$ cat config.mk
export PLATFORM = sky130hd
export DESIGN_NAME = alu_issue_ctrl_flat
export DESIGN_NICKNAME = d
export VERILOG_FILES = /design/src/rtl/alu_issue_ctrl_pkg.sv /design/src/rtl/alu_issue_ctrl_if.sv /design/src/rtl/alu_issue_ctrl_latency_lut.sv /design/src/rtl/alu_issue_ctrl.sv /design/src/flat_wrapper.sv
export SDC_FILE = /design/constraint.sdc
export NUM_CORES = 1
export LEC_CHECK = 0
export CORE_ASPECT_RATIO = 1.25
export CORE_UTILIZATION = 42
export CTS_BUF_LIST = sky130_fd_sc_hd__clkbuf_16
export CTS_CLUSTER_DIAMETER = 100
export DETAILED_ROUTE_END_ITERATION = 6
export GPL_ROUTABILITY_DRIVEN = 0
export PLACE_DENSITY = 0.82
export SLEW_MARGIN = 20
export SYNTH_ARGS = -nofsm -noshare
export SYNTH_HDL_FRONTEND = slang
export SYNTH_HIERARCHICAL = 1
export SYNTH_SLANG_ARGS = --single-unit
$ cat constraint.sdc
create_clock -name clk -period 2.4 [get_ports clk]
set_input_delay 0.72 -clock clk [delete_from_list [all_inputs] [get_ports clk]]
set_output_delay 0.72 -clock clk [all_outputs]
set_load 0.01 [all_outputs]
$ cat src/rtl/alu_issue_ctrl_pkg.sv
// Shared definitions for the ALU issue controller: opcodes, datapath widths
// and the controller FSM state encoding.
package alu_pkg;

   localparam int OPW  = 5;
   localparam int DW   = 32;
   localparam int RESW = 67;
   localparam int REMW = 33;
   localparam int CNTW = 16;

   localparam logic [OPW-1:0] OP_NOP = 5'd0;
   localparam logic [OPW-1:0] OP_ADD = 5'd1;
   localparam logic [OPW-1:0] OP_SUB = 5'd2;
   localparam logic [OPW-1:0] OP_MUL = 5'd3;
   localparam logic [OPW-1:0] OP_DIV = 5'd4;
   localparam logic [OPW-1:0] OP_SHL = 5'd5;
   localparam logic [OPW-1:0] OP_SHR = 5'd6;
   localparam logic [OPW-1:0] OP_AND = 5'd7;
   localparam logic [OPW-1:0] OP_OR  = 5'd8;
   localparam logic [OPW-1:0] OP_XOR = 5'd9;

   typedef enum logic [1:0] {
      ST_IDLE = 2'd0,
      ST_RUN  = 2'd1,
      ST_HOLD = 2'd2,
      ST_GAP  = 2'd3
   } state_t;

endpackage

$ cat src/rtl/alu_issue_ctrl_if.sv
// Bundle of the command, ALU-drive and result ports of the issue controller.
interface alu_issue_ctrl_if;
   import alu_pkg::*;

   // Both ports use valid/ready: a transfer happens on a rising edge where
   // valid and ready are both high; valid, once raised, holds its payload
   // stable until that edge, and ready never depends combinationally on valid.
   logic            in_valid;
   logic            in_ready;
   logic [OPW-1:0]  in_op;
   logic [DW-1:0]   in_x;
   logic [DW-1:0]   in_y;

   logic [OPW-1:0]  alu_op;
   logic [DW-1:0]   alu_x;
   logic [DW-1:0]   alu_y;
   logic [RESW-1:0] alu_result;
   logic [REMW-1:0] alu_remainder;

   logic            out_valid;
   logic            out_ready;
   logic [RESW-1:0] out_result;
   logic [REMW-1:0] out_remainder;
   logic            out_err;

   modport master (
      input  in_valid, in_op, in_x, in_y, alu_result, alu_remainder, out_ready,
      output in_ready, alu_op, alu_x, alu_y, out_valid, out_result,
             out_remainder, out_err
   );

   modport slave (
      output in_valid, in_op, in_x, in_y, alu_result, alu_remainder, out_ready,
      input  in_ready, alu_op, alu_x, alu_y, out_valid, out_result,
             out_remainder, out_err
   );

endinterface

$ cat src/rtl/alu_issue_ctrl_latency_lut.sv
// Opcode to RUN-cycle-count lookup; op_valid is low for opcodes outside 1..9.
module alu_latency_lut
   import alu_pkg::*;
#(
   parameter int ADDSUB_CYCLES = 2,
   parameter int MUL_CYCLES    = 34,
   parameter int DIV_CYCLES    = 34,
   parameter int LOGIC_CYCLES  = 2
) (
   input  logic [OPW-1:0]  op,
   output logic [CNTW-1:0] cycles,
   output logic            op_valid
);

   always_comb begin
      cycles   = '0;
      op_valid = 1'b0;
      case (op)
         OP_ADD, OP_SUB: begin
            cycles   = CNTW'(ADDSUB_CYCLES);
            op_valid = 1'b1;
         end
         OP_MUL: begin
            cycles   = CNTW'(MUL_CYCLES);
            op_valid = 1'b1;
         end
         OP_DIV: begin
            cycles   = CNTW'(DIV_CYCLES);
            op_valid = 1'b1;
         end
         OP_SHL, OP_SHR, OP_AND, OP_OR, OP_XOR: begin
            cycles   = CNTW'(LOGIC_CYCLES);
            op_valid = 1'b1;
         end
         default: begin
            cycles   = '0;
            op_valid = 1'b0;
         end
      endcase
   end

endmodule

$ cat src/rtl/alu_issue_ctrl.sv
// Issue controller for the multi-cycle ALU: holds one command on the ALU for
// its fixed latency, captures the result, and inserts an op=0 gap afterwards.
module alu_issue_ctrl
   import alu_pkg::*;
#(
   parameter int ADDSUB_CYCLES = 2,
   parameter int MUL_CYCLES    = 34,
   parameter int DIV_CYCLES    = 34,
   parameter int LOGIC_CYCLES  = 2
) (
   input  logic              clk,
   input  logic              rst,
   alu_issue_ctrl_if.master  bus,
   output state_t            dbg_state
);

   state_t          state;
   logic [OPW-1:0]  cmd_op;
   logic [CNTW-1:0] cnt;
   logic            in_ready_q;
   logic [OPW-1:0]  alu_op_q;
   logic [DW-1:0]   alu_x_q;
   logic [DW-1:0]   alu_y_q;
   logic            out_valid_q;
   logic [RESW-1:0] out_result_q;
   logic [REMW-1:0] out_remainder_q;
   logic            out_err_q;

   logic [CNTW-1:0] lut_cycles;
   logic            lut_valid;
   logic            cmd_bad;

   alu_latency_lut #(
      .ADDSUB_CYCLES (ADDSUB_CYCLES),
      .MUL_CYCLES    (MUL_CYCLES),
      .DIV_CYCLES    (DIV_CYCLES),
      .LOGIC_CYCLES  (LOGIC_CYCLES)
   ) u_lut (
      .op       (bus.in_op),
      .cycles   (lut_cycles),
      .op_valid (lut_valid)
   );

   assign cmd_bad = !lut_valid || ((bus.in_op == OP_DIV) && (bus.in_y == '0));

   always_ff @(posedge clk) begin
      if (rst) begin
         state           <= ST_IDLE;
         cmd_op          <= OP_NOP;
         cnt             <= '0;
         in_ready_q      <= 1'b1;
         alu_op_q        <= OP_NOP;
         alu_x_q         <= '0;
         alu_y_q         <= '0;
         out_valid_q     <= 1'b0;
         out_result_q    <= '0;
         out_remainder_q <= '0;
         out_err_q       <= 1'b0;
      end else begin
         case (state)
            ST_IDLE: begin
               if (bus.in_valid) begin
                  cmd_op     <= bus.in_op;
                  in_ready_q <= 1'b0;
                  if (cmd_bad) begin
                     // Rejected commands never reach the ALU; report straight away.
                     state           <= ST_HOLD;
                     out_valid_q     <= 1'b1;
                     out_result_q    <= '0;
                     out_remainder_q <= '0;
                     out_err_q       <= 1'b1;
                  end else begin
                     state    <= ST_RUN;
                     alu_op_q <= bus.in_op;
                     alu_x_q  <= bus.in_x;
                     alu_y_q  <= bus.in_y;
                     cnt      <= lut_cycles;
                  end
               end
            end
            ST_RUN: begin
               if (cnt <= CNTW'(1)) begin
                  // Last driven cycle: the ALU output is final on this edge.
                  state           <= ST_HOLD;
                  cnt             <= '0;
                  alu_op_q        <= OP_NOP;
                  out_valid_q     <= 1'b1;
                  out_result_q    <= bus.alu_result;
                  out_remainder_q <= (cmd_op == OP_DIV) ? bus.alu_remainder : '0;
                  out_err_q       <= 1'b0;
               end else begin
                  cnt <= cnt - CNTW'(1);
               end
            end
            ST_HOLD: begin
               if (bus.out_ready) begin
                  state       <= ST_GAP;
                  out_valid_q <= 1'b0;
               end
            end
            ST_GAP: begin
               state      <= ST_IDLE;
               in_ready_q <= 1'b1;
            end
            default: begin
               state      <= ST_IDLE;
               in_ready_q <= 1'b1;
            end
         endcase
      end
   end

   assign bus.in_ready      = in_ready_q;
   assign bus.alu_op        = alu_op_q;
   assign bus.alu_x         = alu_x_q;
   assign bus.alu_y         = alu_y_q;
   assign bus.out_valid     = out_valid_q;
   assign bus.out_result    = out_result_q;
   assign bus.out_remainder = out_remainder_q;
   assign bus.out_err       = out_err_q;
   assign dbg_state         = state;

endmodule

$ cat src/flat_wrapper.sv
// flat-port wrapper written by rule: the top's interface ports become plain ports
module alu_issue_ctrl_flat import alu_pkg::*;
#(
   parameter int ADDSUB_CYCLES = 2,
   parameter int MUL_CYCLES    = 34,
   parameter int DIV_CYCLES    = 34,
   parameter int LOGIC_CYCLES  = 2
)
  (clk, rst, dbg_state, bus_in_valid, bus_in_op, bus_in_x, bus_in_y, bus_alu_result, bus_alu_remainder, bus_out_ready, bus_in_ready, bus_alu_op, bus_alu_x, bus_alu_y, bus_out_valid, bus_out_result, bus_out_remainder, bus_out_err);
  alu_issue_ctrl_if bus_i ();
  input  logic clk;
  input  logic rst;
  output state_t dbg_state;
  input wire logic [$bits(bus_i.in_valid)-1:0] bus_in_valid;
  input wire logic [$bits(bus_i.in_op)-1:0] bus_in_op;
  input wire logic [$bits(bus_i.in_x)-1:0] bus_in_x;
  input wire logic [$bits(bus_i.in_y)-1:0] bus_in_y;
  input wire logic [$bits(bus_i.alu_result)-1:0] bus_alu_result;
  input wire logic [$bits(bus_i.alu_remainder)-1:0] bus_alu_remainder;
  input wire logic [$bits(bus_i.out_ready)-1:0] bus_out_ready;
  output wire logic [$bits(bus_i.in_ready)-1:0] bus_in_ready;
  output wire logic [$bits(bus_i.alu_op)-1:0] bus_alu_op;
  output wire logic [$bits(bus_i.alu_x)-1:0] bus_alu_x;
  output wire logic [$bits(bus_i.alu_y)-1:0] bus_alu_y;
  output wire logic [$bits(bus_i.out_valid)-1:0] bus_out_valid;
  output wire logic [$bits(bus_i.out_result)-1:0] bus_out_result;
  output wire logic [$bits(bus_i.out_remainder)-1:0] bus_out_remainder;
  output wire logic [$bits(bus_i.out_err)-1:0] bus_out_err;
  assign bus_i.in_valid = bus_in_valid;
  assign bus_i.in_op = bus_in_op;
  assign bus_i.in_x = bus_in_x;
  assign bus_i.in_y = bus_in_y;
  assign bus_i.alu_result = bus_alu_result;
  assign bus_i.alu_remainder = bus_alu_remainder;
  assign bus_i.out_ready = bus_out_ready;
  assign bus_in_ready = bus_i.in_ready;
  assign bus_alu_op = bus_i.alu_op;
  assign bus_alu_x = bus_i.alu_x;
  assign bus_alu_y = bus_i.alu_y;
  assign bus_out_valid = bus_i.out_valid;
  assign bus_out_result = bus_i.out_result;
  assign bus_out_remainder = bus_i.out_remainder;
  assign bus_out_err = bus_i.out_err;
  alu_issue_ctrl #(.ADDSUB_CYCLES(ADDSUB_CYCLES), .MUL_CYCLES(MUL_CYCLES), .DIV_CYCLES(DIV_CYCLES), .LOGIC_CYCLES(LOGIC_CYCLES)) u_core (.clk(clk), .rst(rst), .bus(bus_i), .dbg_state(dbg_state));
endmodule
* After elaboration in Yosys (flattened, before gate mapping) *
Memory sizes are Yosys's and may differ from the RTL's.
Cells that the tools add are included.
W data, S select, Z words.

operators by class
  add/sub/neg operators = 1
  order comparisons = 1
  eq/ne operators = 10
  multiplexer cells = 32
  bitwise operators = 1
  reduce and logical (&&, ||, !) cells = 16

operators by type and width
  operator                 number
  $mux W67                 3
  $pmux W67 S2             1
  $mux W33                 4
  $pmux W33 S2             1
  $mux W16                 3
  $logic_not A32 Y1        1
  $pmux W16 S2             1
  $mux W17                 1
  $le A16 B1 Y1 const B    1
  $sub A16 B1 Y16 const B  1
  $mux W5                  3
  $eq A5 B3 Y1 const B     2
  $pmux W5 S2              1
  $reduce_and A3 Y1        3
  $mux W2                  4
  $pmux W2 S4              1
  $reduce_and A4 Y1        2
  $mux W1                  6
  $ne A2 B2 Y1 const B     3
  $reduce_and A5 Y1        1
  $eq A2 B2 Y1 const B     2
  $ne A2 B1 Y1 const B     2
  $pmux W1 S2              2
  $reduce_and A2 Y1        2
  9 further kinds          10

word-level totals
  bits in registers = 195
  memory bits (read-only) = 48
  input port bits = 173
  output and inout bits = 174
  logic and storage cells = 73
  memories = 1

memory list
  name             words  bits a word  rd ports  clocked after Yosys merged registers in  wr ports  RTL line                          RTL
  (no name shown)  16     3            1         0                                        0         alu_issue_ctrl_latency_lut.sv:18  case (op)

* Longest topological paths before layout *
An unclocked memory read counts as a cell.

  word-level depth = 7
  depth in mapped cells = 11
  mapped depth without buffers = 8

* Cells and area by module *
Netlist, hierarchy kept.

by module, submodules not included
  module           instances  cells each  area an instance (um^2)  seq. area each (um^2)
  alu_issue_ctrl   1          912         7613.6                   3903.7
  alu_latency_lut  1          22          163.9                    0.0

* Worst setup path before layout *
No wires, ideal clock.

  path type = in2reg
  from = input port bus_in_op[2]
  to = register u_core.out_remainder_q[10], in the netlist u_core/bus.out_remainder[10]
  library setup time = 70 ps
  arrival time = 2194 ps
  required time = 2330 ps
  slack = 136 ps
  stages on the path = 8
  buffers on the path = 2
  cells stage by stage = o21a_1 > nor3_1 > nand2_1 > o211ai_1 > clkbuf_1 > clkbuf_1 > nand2_1 > a21oi_1

between the ends
  word-level cells in the longest chain between the ends = 6
  elaborated cells between the ends (all ways) = 8
  classes of those cells = eq/ne (2); mux (1); reduce/logical (4); memory (1)

RTL lines
  what                         RTL line                          RTL
  start: declaration           flat_wrapper.sv:15                input wire logic [$bits(bus_i.in_op)-1:0] bus_in_op;
  $mem_v2 Z16 W3               n/a
  $mux W17                     alu_issue_ctrl_latency_lut.sv:18
  named net u_core.lut_valid   alu_issue_ctrl.sv:30              logic lut_valid;
  $logic_not A1 Y1             alu_issue_ctrl.sv:44              assign cmd_bad = !lut_valid || ((bus.in_op == OP_DIV) && (bus.in_y == '0));
  $logic_or A1 B1 Y1           alu_issue_ctrl.sv:44
  $ne A2 B1 Y1 (no line)       n/a
  $reduce_and A4 Y1 (no line)  n/a
  end signal: assignment       alu_issue_ctrl.sv:89              out_remainder_q <= (cmd_op == OP_DIV) ? bus.alu_remainder : '0;
  end: declaration             alu_issue_ctrl.sv:26              logic [REMW-1:0] out_remainder_q;

The timed path passes the listed nets, and every way through them passes these cells.
A chain may end at the register's enable or synchronous reset.

* Final worst setup path *
  from = input port bus_in_y[0]
  to = register u_core.out_result_q[22], in the netlist u_core/bus.out_result[22]

between the ends
  word-level cells in the longest chain between the ends = 5

RTL lines
  what                         RTL line              RTL
  start: declaration           flat_wrapper.sv:17    input wire logic [$bits(bus_i.in_y)-1:0] bus_in_y;
  $logic_not A32 Y1            alu_issue_ctrl.sv:44
  $logic_and A1 B1 Y1          alu_issue_ctrl.sv:44
  $logic_or A1 B1 Y1           alu_issue_ctrl.sv:44
  $ne A2 B1 Y1 (no line)       n/a
  $reduce_and A4 Y1 (no line)  n/a
  end signal: assignment       alu_issue_ctrl.sv:88  out_result_q <= bus.alu_result;
  end: declaration             alu_issue_ctrl.sv:25  logic [RESW-1:0] out_result_q;

No other way between the ends.

==> flow_metrics.env <==
export IMPL_hold_slack_ns=0.452
export IMPL_cp_max_fo=7
export IMPL_via_per_inst=5.40
export IMPL_period_share_pct=98.5
export IMPL_finalSetupViolCount=0
export IMPL_cts_buffer_depth=2
export IMPL_port_buffers=346
export IMPL_synth_edf_count=0
export IMPL_routedWlPerCell_um=17.8
export IMPL_drive_gt1_share_pct=12.0
export IMPL_cp_required_ns=2.71
export IMPL_async_flop_share_pct=0
export IMPL_die_w_um=124
export IMPL_outcome="finished, final reports clean"
export IMPL_post_dp_cell_area_sq_um=11700
export IMPL_antenna_found_initial=6
export IMPL_ant_nets=0
export IMPL_synth_area_leaders="dfxtp_1, nand2_1, a21oi_1"
export IMPL_critPathMaxStageDelay_ns=0.49
export IMPL_min_period_ns=2.36
export IMPL_syn2layout_area_growth_pct=64.7
export IMPL_netlist_area_leader_share_pct=50.2
export IMPL_finalHoldViolCount=0
export IMPL_synth_simple_area_share_pct=22.6
export IMPL_synth_top_family_by_area="simple AND/OR/NAND/NOR gates"
export IMPL_end_kind="register"
export IMPL_cellPowerDensity_nw_per_um2=838
export IMPL_cts_buffers=17
export IMPL_synth_commonest_cells="dfxtp_1, nand2_1, a21oi_1, nor2_1, a22oi_1"
export IMPL_ys_types=54
export IMPL_worstHoldPathType="register to register"
export IMPL_synth_mux_area_share_pct=0.917
export IMPL_synth_largest_area_cell="dfxtp_1"
export IMPL_drt_first_pass_iters=5
export IMPL_fp_dieH_um=154
export IMPL_dr_first_iter_drc_count=528
export IMPL_synth_compound_area_share_pct=18.8
export IMPL_layout_nets=1475
export IMPL_synth_most_common_cell="dfxtp_1"
export IMPL_maxCapViolations=0
export IMPL_fillers=1311
export IMPL_critical_path_class="primary input to register"
export IMPL_io_pins=347
export IMPL_critPathSlowestCell="clkdlybuf4s50_1"
export IMPL_postCtsHoldBufs=0
export IMPL_core_sq_um=18100
export IMPL_crit_family="buffers and inverters"
export IMPL_synth_ff_type="dfxtp_1"
export IMPL_synth_seq_cells=195
export IMPL_p_leak_uw=0.00468
export IMPL_hpwl_um=18700
export IMPL_grt_pass1_vias=8019
export IMPL_synth_adder_area_share_pct=0.965
export IMPL_relSlewSlack_pct=56.3
export IMPL_tightest_slew_ns=0.655
export IMPL_die_area_sq_um=19100
export IMPL_fmax_mhz=423
export IMPL_yosysSeqAreaShare_pct=50.2
export IMPL_synthCells=934
export IMPL_path_buf_inv=3
export IMPL_worstPathArrival_ns=2.67
export IMPL_grt_pass1_wl_um=40300
export IMPL_crit_chain="clkdlybuf4s50_1 -> nor4b_2 -> nand4_1 -> nor3_2 -> o211ai_1 -> buf_6 -> bufbuf_16 -> a22oi_1 -> nor2_1"
export IMPL_overflow=0
export IMPL_fp_row_count=55
export IMPL_cts_tree="done"
export IMPL_clk_pin_slew_ns=0.08
export IMPL_start_util_pct=43.0
export IMPL_via_count=8314
export IMPL_clk_latency_ns=0.44
export IMPL_drc=0
export IMPL_cp_start_kind="primary input"
export IMPL_fin_skew_ns=0.0143
export IMPL_h_tree_depth=4
export IMPL_grt_max_degree=86
export IMPL_syn_area_sq_um=7780
export IMPL_synth_xor_area_share_pct=0.338
export IMPL_drv_slew=0
export IMPL_avgSynthCellArea_sq_um=8.33
export IMPL_clockRootBuffer="clkbuf_16"
export IMPL_wirelength_um=27400
export IMPL_clkSinkCount=195
export IMPL_design_area_sq_um=12800
export IMPL_ir_worst_vdd_mv=0.581
export IMPL_grt_usage_pct=27.2
export IMPL_yosys_warnings=6
export IMPL_rsz0062_at_grt="true"
repair_timing:
| item | CTS | global route |
|---|---|---|
| gates cloned | 3 | 1 |
| pin swaps | 16 | 12 |
| hold endpoints to repair | 0 | 0 |
| endpoints found under the setup margin | 180 | 158 |
| setup buffers | 8 | 0 |
| resized for setup | 51 | 32 |
worst register-to-register path, stage by stage, from the launching register on:
cell and delay, ns:
dfxtp_1 0.41, inv_1 0.09, ha_1 0.27, nand2b_1 0.19
nand2_1 0.13, buf_4 0.13, o211ai_1 0.11, buf_6 0.18
bufbuf_16 0.28, a22oi_1 0.22, nor2_1 0.06
path summary, 6_finish.rpt:
path / start / endpoint / slack [ns] / cells after the start
setup reg to reg: u_core/dbg_state[1]$_SDFFE_PP0P_ / u_core/bus.out_result[22]$_SDFFE_PP0P_ / 0.21 / 10
setup / recovery: bus_in_y[0] / u_core/bus.out_result[22]$_SDFFE_PP0P_ / 0.04 / 9
hold / removal: u_core/bus.out_remainder[3]$_SDFFE_PP0P_ / u_core/bus.out_remainder[3]$_SDFFE_PP0P_ / 0.45 / 2
hold reg to reg: u_core/bus.out_remainder[3]$_SDFFE_PP0P_ / u_core/bus.out_remainder[3]$_SDFFE_PP0P_ / 0.45 / 2
layer usage:
| layer | share of wire (%) | vias up | GRT usage, % |
|---|---|---|---|
| met5 | 0.084 | - | 0 |
| met4 | 4.4 | 4 | 15.3 |
| met3 | 9.3 | 86 | 9.61 |
| met2 | 49 | 412 | 45.2 |
| met1 | 37 | 3849 | 29.7 |
| li1 | - | 3963 | - |
where the power goes:
group | total, uW | internal (uW) | switching, uW
Clock | 2950 | 1500 | 1440
Sequential | 3770 | 3550 | 218
Combinational | 4020 | 1850 | 2170
Total | 10700 | 6900 | 3830
cells by family after synthesis:
kind of cell	Yosys count
simple gates	389
flops	195
xor+xnor	3
mux	7
fa+ha+maj	6
other cells	1
buf+inv	99
compound gates	234
flip-flops by register name (all words and copies together) (netlist names), 2 cells and up:
name                      cells
u_core/bus.alu_op             5
u_core/bus.alu_x             32
u_core/bus.alu_y             32
u_core/bus.out_remainder     33
u_core/bus.out_result        67
u_core/cmd_op                 5
u_core/cnt                   16
u_core/dbg_state              2
metrics by stage:
step           setup slack [ns]  total power (uW)  util [%]  TNS (ns)  cells
2_1_floorplan             0.136              5850         -         0    947
3_3_place_gp             -0.626              7400      64.8    -94.44   1494
3_5_place_dp             -0.656              7460      64.8   -100.33   1494
4_1_cts                 -0.0145             10700      70.0    -0.129   1537
5_1_grt                 -0.0525             11200      70.8    -0.229   1541
6_report                 0.0356             10700      70.8         0   1541
placed cells by master (no fill, tap or decap), types with 7 or more instances in the layout:
master and instances:
nor2_1 96, a21oi_1 118, clkdlybuf4s50_1 312, nand4_1 37, buf_4 55, clkbuf_16 18
dfxtp_1 195, a22oi_1 50, dlygate4sd2_1 18, nor2b_1 12, o21ai_0 10, nor4_1 9
a22oi_2 18, nor3_2 7, dlymetal6s2s_1 15, buf_12 10, nand3_1 7, nor3_1 9
inv_1 11, nand2_1 179, conb_1 14, nor4_2 11, o21ai_1 7
final cells by class:
cell class,count,area (sq um),share of cell area [%]
Inverter,10,37.5,0.293
Clock buffer,17,425,3.32
Clock inverter,15,190,1.48
Timing Repair Buffer,419,4250,33.2
Sequential cell,195,3900,30.5
Tap cell,228,285,2.23
Multi-Input combinational cell,653,3700,28.9
Antenna cell,4,10.0,0.0782
Power figures use the tool's default switching activity.
